`config.mk`:
```
export PLATFORM = sky130hd
export DESIGN_NAME = write_fsm_flat
export DESIGN_NICKNAME = d
export VERILOG_FILES = /design/src/rtl/write_fsm_if.sv /design/src/rtl/write_fsm.sv /design/src/flat_wrapper.sv
export SDC_FILE = /design/constraint.sdc
export NUM_CORES = 1
export LEC_CHECK = 0
export BUFFER_PORTS_ARGS = -buffer_cell sky130_fd_sc_hd__buf_2
export CORE_MARGIN = 3
export CORE_UTILIZATION = 35
export CTS_CLUSTER_DIAMETER = 30
export DETAILED_ROUTE_END_ITERATION = 8
export GPL_TIMING_DRIVEN = 1
export PLACE_DENSITY_LB_ADDON = 0.08
export SLEW_MARGIN = 20
export SYNTH_ARGS = -nofsm -noshare
export SYNTH_HDL_FRONTEND = slang
export SYNTH_SLANG_ARGS = --single-unit
```
`constraint.sdc`:
```
create_clock -name clk -period 5.1 [get_ports clk]
set_input_delay 0.51 -clock clk [delete_from_list [all_inputs] [get_ports clk]]
set_output_delay 0.51 -clock clk [all_outputs]
set_load 0.02 [all_outputs]
```
`src/rtl/write_fsm_if.sv`:
```
// Bundle between the memory stage, the write-back FSM and the register bank.
// master: drives IR/PC/ALU_in/MEM_*; slave: the FSM (WB_*, LOAD_ERR, ready_out).
interface write_fsm_if;
    logic [31:0] IR;
    logic [31:0] PC;
    logic [31:0] ALU_in;
    logic [31:0] MEM_data;
    logic        MEM_valid;
    logic        valid_in;
    logic        ready_out;
    logic [4:0]  WB_address;
    logic [31:0] WB_data;
    logic        WB_en;
    logic        LOAD_ERR;
`ifdef WB_BYPASS_EN
    logic        BYP_valid;
    logic [4:0]  BYP_address;
    logic [31:0] BYP_data;
`endif

    modport master (
        output IR, PC, ALU_in, MEM_data, MEM_valid, valid_in,
        input  ready_out, WB_address, WB_data, WB_en, LOAD_ERR
`ifdef WB_BYPASS_EN
        , input BYP_valid, BYP_address, BYP_data
`endif
    );

    modport slave (
        input  IR, PC, ALU_in, MEM_data, MEM_valid, valid_in,
        output ready_out, WB_address, WB_data, WB_en, LOAD_ERR
`ifdef WB_BYPASS_EN
        , output BYP_valid, BYP_address, BYP_data
`endif
    );
endinterface

```
`src/rtl/write_fsm.sv`:
```
// Write-back FSM: retires one instruction per accept, waits for load data
// (16-cycle timeout -> sticky LOAD_ERR) and emits a one-cycle WB_en strobe.
// Ports: clk, rst (sync, active-high), bus (write_fsm_if.slave).
// Optional macro WB_BYPASS_EN adds BYP_valid/BYP_address/BYP_data holding
// the last committed write.
module write_fsm (
    input  logic       clk,
    input  logic       rst,
    write_fsm_if.slave bus
);
    typedef enum logic [1:0] {IDLE, LOAD_WAIT, WRITE} state_e;

    state_e      state_q, state_d;
    logic [3:0]  cnt_q, cnt_d;
    logic        err_q, err_d;
    logic [4:0]  rd_q, rd_d;
    logic [2:0]  f3_q, f3_d;
    logic [1:0]  off_q, off_d;
    logic [4:0]  waddr_q, waddr_d;
    logic [31:0] wdata_q, wdata_d;

    logic [6:0]  opcode;
    logic [4:0]  rd;
    logic        accept;
    logic        is_load;
    logic        is_alu;
    logic        is_link;
    logic        wb_en;
    logic        unused_ir;

    assign opcode    = bus.IR[6:0];
    assign rd        = bus.IR[11:7];
    assign unused_ir = ^bus.IR[31:15];

    assign is_load = (opcode == 7'b0000011);
    assign is_alu  = (opcode == 7'b0110011) || (opcode == 7'b0010011) ||
                     (opcode == 7'b0110111) || (opcode == 7'b0010111);
    assign is_link = (opcode == 7'b1101111) || (opcode == 7'b1100111);

    assign bus.ready_out = (state_q != LOAD_WAIT);
    assign accept        = bus.valid_in && bus.ready_out;

    // Byte/halfword lane select and extension of the aligned load word.
    function automatic logic [31:0] load_ext(input logic [31:0] w,
                                             input logic [2:0]  f3,
                                             input logic [1:0]  off);
        logic [31:0] sh;
        logic [7:0]  b;
        logic [15:0] h;
        sh = w >> {off, 3'b000};
        b  = sh[7:0];
        h  = off[1] ? w[31:16] : w[15:0];
        case (f3)
            3'b000:  load_ext = {{24{b[7]}}, b};
            3'b001:  load_ext = {{16{h[15]}}, h};
            3'b100:  load_ext = {24'd0, b};
            3'b101:  load_ext = {16'd0, h};
            default: load_ext = w;
        endcase
    endfunction

    always_comb begin
        state_d = state_q;
        cnt_d   = cnt_q;
        err_d   = err_q;
        rd_d    = rd_q;
        f3_d    = f3_q;
        off_d   = off_q;
        waddr_d = waddr_q;
        wdata_d = wdata_q;
        case (state_q)
            LOAD_WAIT: begin
                if (bus.MEM_valid) begin
                    waddr_d = rd_q;
                    wdata_d = load_ext(bus.MEM_data, f3_q, off_q);
                    // x0 loads complete the wait but never write
                    state_d = (rd_q != 5'd0) ? WRITE : IDLE;
                end else if (cnt_q == 4'd15) begin
                    err_d   = 1'b1;
                    state_d = IDLE;
                end else begin
                    cnt_d = cnt_q + 4'd1;
                end
            end
            default: begin
                // IDLE and WRITE both accept; WRITE overlaps the next accept
                state_d = IDLE;
                if (accept) begin
                    if (is_load) begin
                        state_d = LOAD_WAIT;
                        rd_d    = rd;
                        f3_d    = bus.IR[14:12];
                        off_d   = bus.ALU_in[1:0];
                        cnt_d   = 4'd0;
                    end else if ((is_alu || is_link) && rd != 5'd0) begin
                        state_d = WRITE;
                        waddr_d = rd;
                        wdata_d = is_link ? bus.PC + 32'd4 : bus.ALU_in;
                    end
                end
            end
        endcase
    end

    always_ff @(posedge clk) begin
        if (rst) begin
            state_q <= IDLE;
            cnt_q   <= 4'd0;
            err_q   <= 1'b0;
            rd_q    <= 5'd0;
            f3_q    <= 3'd0;
            off_q   <= 2'd0;
            waddr_q <= 5'd0;
            wdata_q <= 32'd0;
        end else begin
            state_q <= state_d;
            cnt_q   <= cnt_d;
            err_q   <= err_d;
            rd_q    <= rd_d;
            f3_q    <= f3_d;
            off_q   <= off_d;
            waddr_q <= waddr_d;
            wdata_q <= wdata_d;
        end
    end

    // rst during WRITE suppresses the strobe of that same cycle
    assign wb_en          = (state_q == WRITE) && !rst;
    assign bus.WB_en      = wb_en;
    assign bus.WB_address = wb_en ? waddr_q : 5'd0;
    assign bus.WB_data    = wb_en ? wdata_q : 32'd0;
    assign bus.LOAD_ERR   = err_q;

`ifdef WB_BYPASS_EN
    logic        byp_valid_q;
    logic [4:0]  byp_addr_q;
    logic [31:0] byp_data_q;

    always_ff @(posedge clk) begin
        if (rst) begin
            byp_valid_q <= 1'b0;
            byp_addr_q  <= 5'd0;
            byp_data_q  <= 32'd0;
        end else if (wb_en) begin
            byp_valid_q <= 1'b1;
            byp_addr_q  <= waddr_q;
            byp_data_q  <= wdata_q;
        end
    end

    assign bus.BYP_valid   = byp_valid_q;
    assign bus.BYP_address = byp_addr_q;
    assign bus.BYP_data    = byp_data_q;
`endif
endmodule

```
`src/flat_wrapper.sv`:
```
// flat-port wrapper written by rule: the top's interface ports become plain ports
module write_fsm_flat 
  (clk, rst, bus_IR, bus_PC, bus_ALU_in, bus_MEM_data, bus_MEM_valid, bus_valid_in, bus_ready_out, bus_WB_address, bus_WB_data, bus_WB_en, bus_LOAD_ERR);
  write_fsm_if bus_i ();
  input  logic clk;
  input  logic rst;
  input wire logic [$bits(bus_i.IR)-1:0] bus_IR;
  input wire logic [$bits(bus_i.PC)-1:0] bus_PC;
  input wire logic [$bits(bus_i.ALU_in)-1:0] bus_ALU_in;
  input wire logic [$bits(bus_i.MEM_data)-1:0] bus_MEM_data;
  input wire logic [$bits(bus_i.MEM_valid)-1:0] bus_MEM_valid;
  input wire logic [$bits(bus_i.valid_in)-1:0] bus_valid_in;
  output wire logic [$bits(bus_i.ready_out)-1:0] bus_ready_out;
  output wire logic [$bits(bus_i.WB_address)-1:0] bus_WB_address;
  output wire logic [$bits(bus_i.WB_data)-1:0] bus_WB_data;
  output wire logic [$bits(bus_i.WB_en)-1:0] bus_WB_en;
  output wire logic [$bits(bus_i.LOAD_ERR)-1:0] bus_LOAD_ERR;
  assign bus_i.IR = bus_IR;
  assign bus_i.PC = bus_PC;
  assign bus_i.ALU_in = bus_ALU_in;
  assign bus_i.MEM_data = bus_MEM_data;
  assign bus_i.MEM_valid = bus_MEM_valid;
  assign bus_i.valid_in = bus_valid_in;
  assign bus_ready_out = bus_i.ready_out;
  assign bus_WB_address = bus_i.WB_address;
  assign bus_WB_data = bus_i.WB_data;
  assign bus_WB_en = bus_i.WB_en;
  assign bus_LOAD_ERR = bus_i.LOAD_ERR;
  write_fsm u_core (.clk(clk), .rst(rst), .bus(bus_i));
endmodule
```
==> results.tsv <==
metric	value	unit
outcome	complete, no violations	
fillers	1255	
Min-Delay Path Class	reg -> reg	
first-pass GRT wire length	24430	um
RSZ-0062 raised after global routing	no	
Critical path origin	rst	
drt via density	5.714	
post-CTS setup repair buffer count	0	
initial cell density of the core	0.3609	
critical path's slowest cell	nor3b_2	
Leakage	2.181	nW
min cycle time layout	2.872	ns
Vias	4840	
share of layout cells above drive strength 1	0.2713	
fmax	348.2	MHz
Reg clk slew, reported paths	0.07	ns
Final Skew	0.006013	ns
commonest non-fill, non-tap cell in the layout	buf_2	
Worst Tran Pin Value	1.074	ns
Peak VDD IR	0.1159	mV
antenna viol nets, final	0	
startpoint class of the critical path	input port	
top sig layer	met4	
commonest non-fill, non-tap cells in the layout	buf_2 (154), nand2_1 (105), dfxtp_1 (54)	
pre-CTS setup slack	2.177	ns
final worst slack	2.228	ns
CORE AREA	11520	um2
total grt overflow	0	
drt pass-1 iters	5	
Crit path buffers/inverters	3	
root buf cell	clkbuf_16	
clock sinks	54	
top_reg_cell synth	dfxtp_1	
Synth cell types	61	
Max-slew headroom	0.2788	
DRT iter0 DRCs	384	
DRC Markers	0	
HPWL Detailed	12400	um
# rows	39	
# setup viols final	0	
CTS Hold Bufs	0	
Final Hold Viols	0	
WL met2	7261	um
Area Overhead vs Synth	23.93	%
CTS tree	done	
vias in the first global route	4502	
critical path class	in -> out	
flop2flop setup slack	2.53	ns
post-synthesis sequential area ratio	0.2601	
crit share post-route	0.5632	
CP dominant cell by count	buf_2	
Routed Wire Length	15930	um
Die H	115.0	um
Mapped Area	4156	um2
Power, Total	0.0009372	W
Layout Utilization	0.4473	
power per cell area	181.9	nW/um2
clk_lat worst skew	0.30	ns
setup_tns	0	ns
Tot GR Track Use	0.2337	
cts bufs inserted	5	
ys async rst share	0	
clk buf depth	2	
WL met3	971	um
largest net degree at the start of global routing	50	
Crit path max-delay family	buffers and inverters	
WP data required	4.59	ns
Buffers on Ports	154	
boundary pin count	172	
crit-path cells	buf_2 -> nor3b_2 -> buf_4 -> and2_1 -> buf_2	
die area	13220	um2
M1 WL	7551	um
Syn Inst Count	578	
H-tree depth	2	
Slew Limit Fails	0	
CP max stage delay	0.70	ns
Post-synth EDFFs	0	
# resized after CTS	0	
CP max FO	49	
hold slack	0.4525	ns
Critical Path End Type	output pin	
Die X	115.0	um
Routability Congestion	0.9570	
# Max-Cap Violations	0	
#FFs+latches synth	54	
WL/cell	18.80	um
syn avg cell area	7.191	um2
initial antenna violation count	0	
hold_sp	u_core.wdata_q[16]	
R2R Path Start	u_core.f3_q[1]	
Arrival @ worst endpoint	2.36	ns
Final Net Count	837	
Antenna Cells	0	
number of synthesis warnings	0	
syn_nets	712	
## routing by layer
| layer | global-route usage | vias up |
|---|---|---|
| met1 | 0.3390 | 2302 |
| li1 | - | 2364 |
| met2 | 0.3727 | 162 |
| met3 | 0.03579 | 12 |
| met5 | 0 | - |
| met4 | 0.03834 | 0 |
## cells in the mapped netlist (all sizes together) (2+ instances only)
cell | instances | share of area
a2111oi | 6 | 0.014
a211oi | 13 | 0.023
a21oi | 43 | 0.053
a221oi | 4 | 0.0084
a22o | 7 | 0.015
a22oi | 12 | 0.022
a311oi | 5 | 0.011
a31o | 2 | 0.0042
a31oi | 4 | 0.0060
a32o | 6 | 0.014
a32oi | 2 | 0.0042
and2 | 40 | 0.060
and3 | 8 | 0.012
and4 | 5 | 0.011
buf | 9 | 0.012
clkbuf | 35 | 0.032
dfxtp | 54 | 0.26
ha | 2 | 0.0060
inv | 14 | 0.013
mux2i | 14 | 0.034
nand2 | 105 | 0.095
nand3 | 12 | 0.016
nand4 | 13 | 0.026
nor2 | 40 | 0.036
nor2b | 4 | 0.0060
nor3 | 26 | 0.031
nor4 | 6 | 0.016
o211ai | 7 | 0.013
o21ai | 20 | 0.024
o221a | 3 | 0.0081
o221ai | 7 | 0.015
o22ai | 6 | 0.0090
o2bb2ai | 3 | 0.0063
or2 | 3 | 0.0045
or3 | 6 | 0.0090
xnor2 | 11 | 0.023
xor2 | 8 | 0.017
## worst paths after layout
check / depth (start not counted) / to
setup reg to reg: 6 / u_core.wdata_q[17]
hold reg to reg: 2 / u_core.wdata_q[16]
hold / removal: 2 / u_core.wdata_q[16]
setup / recovery: 5 / bus_WB_data[18]
## worst reg2reg max path, stage by stage, from the launching register on
cell and delay [ns]:
dfxtp_1 0.74, buf_4 0.35, or3_1 0.16, nor3_1 0.06
nor2_1 0.60, a221oi_1 0.31, a22o_1 0.25
## kinds of logic after synthesis
logic type               count (synthesis)  share of synthesized area
XOR/XNOR                                19                    0.04004
AO/OA/AOI/OAI                          156                     0.2628
buffers and inverters                   58                    0.05689
flip-flops                              54                     0.2601
AND/OR/NAND/NOR                        274                     0.3350
adder cells (fa/ha/maj)                  2                   0.006020
multiplexers                            15                    0.03913
## stage by stage
step	cells	cell area (um2)
floorplan	578	4156
global placement	839	5000
detailed placement	839	5000
CTS	847	5151
global route	847	5151
finish	847	5151
## registers in the layout (all words and copies together) (netlist names)
register and flops:
u_core.off_q 2, u_core.waddr_q 5, u_core.bus.LOAD_ERR 1, u_core.cnt_q 4
u_core.f3_q 3, u_core.state_q 2, u_core.rd_q 5, u_core.wdata_q 32
## report_power, final
part / internal, W / total, W / switching (W)
Sequential: 0.000426 / 0.000429 / 0.00000278
Combinational: 0.0000646 / 0.000154 / 0.0000890
Clock: 0.000195 / 0.000355 / 0.000160
## final cells by class
cell class	instances	area, um2	area share
Timing Repair Buffer	162	830.8	0.1613
Multi-Input combinational cell	466	2856	0.5545
Clock inverter	2	12.51	0.002429
Sequential cell	54	1081	0.2099
Clock buffer	6	138.9	0.02696
Tap cell	143	178.9	0.03473
Inverter	14	52.55	0.01020
Note: power is estimated with default switching activity, not from simulation.
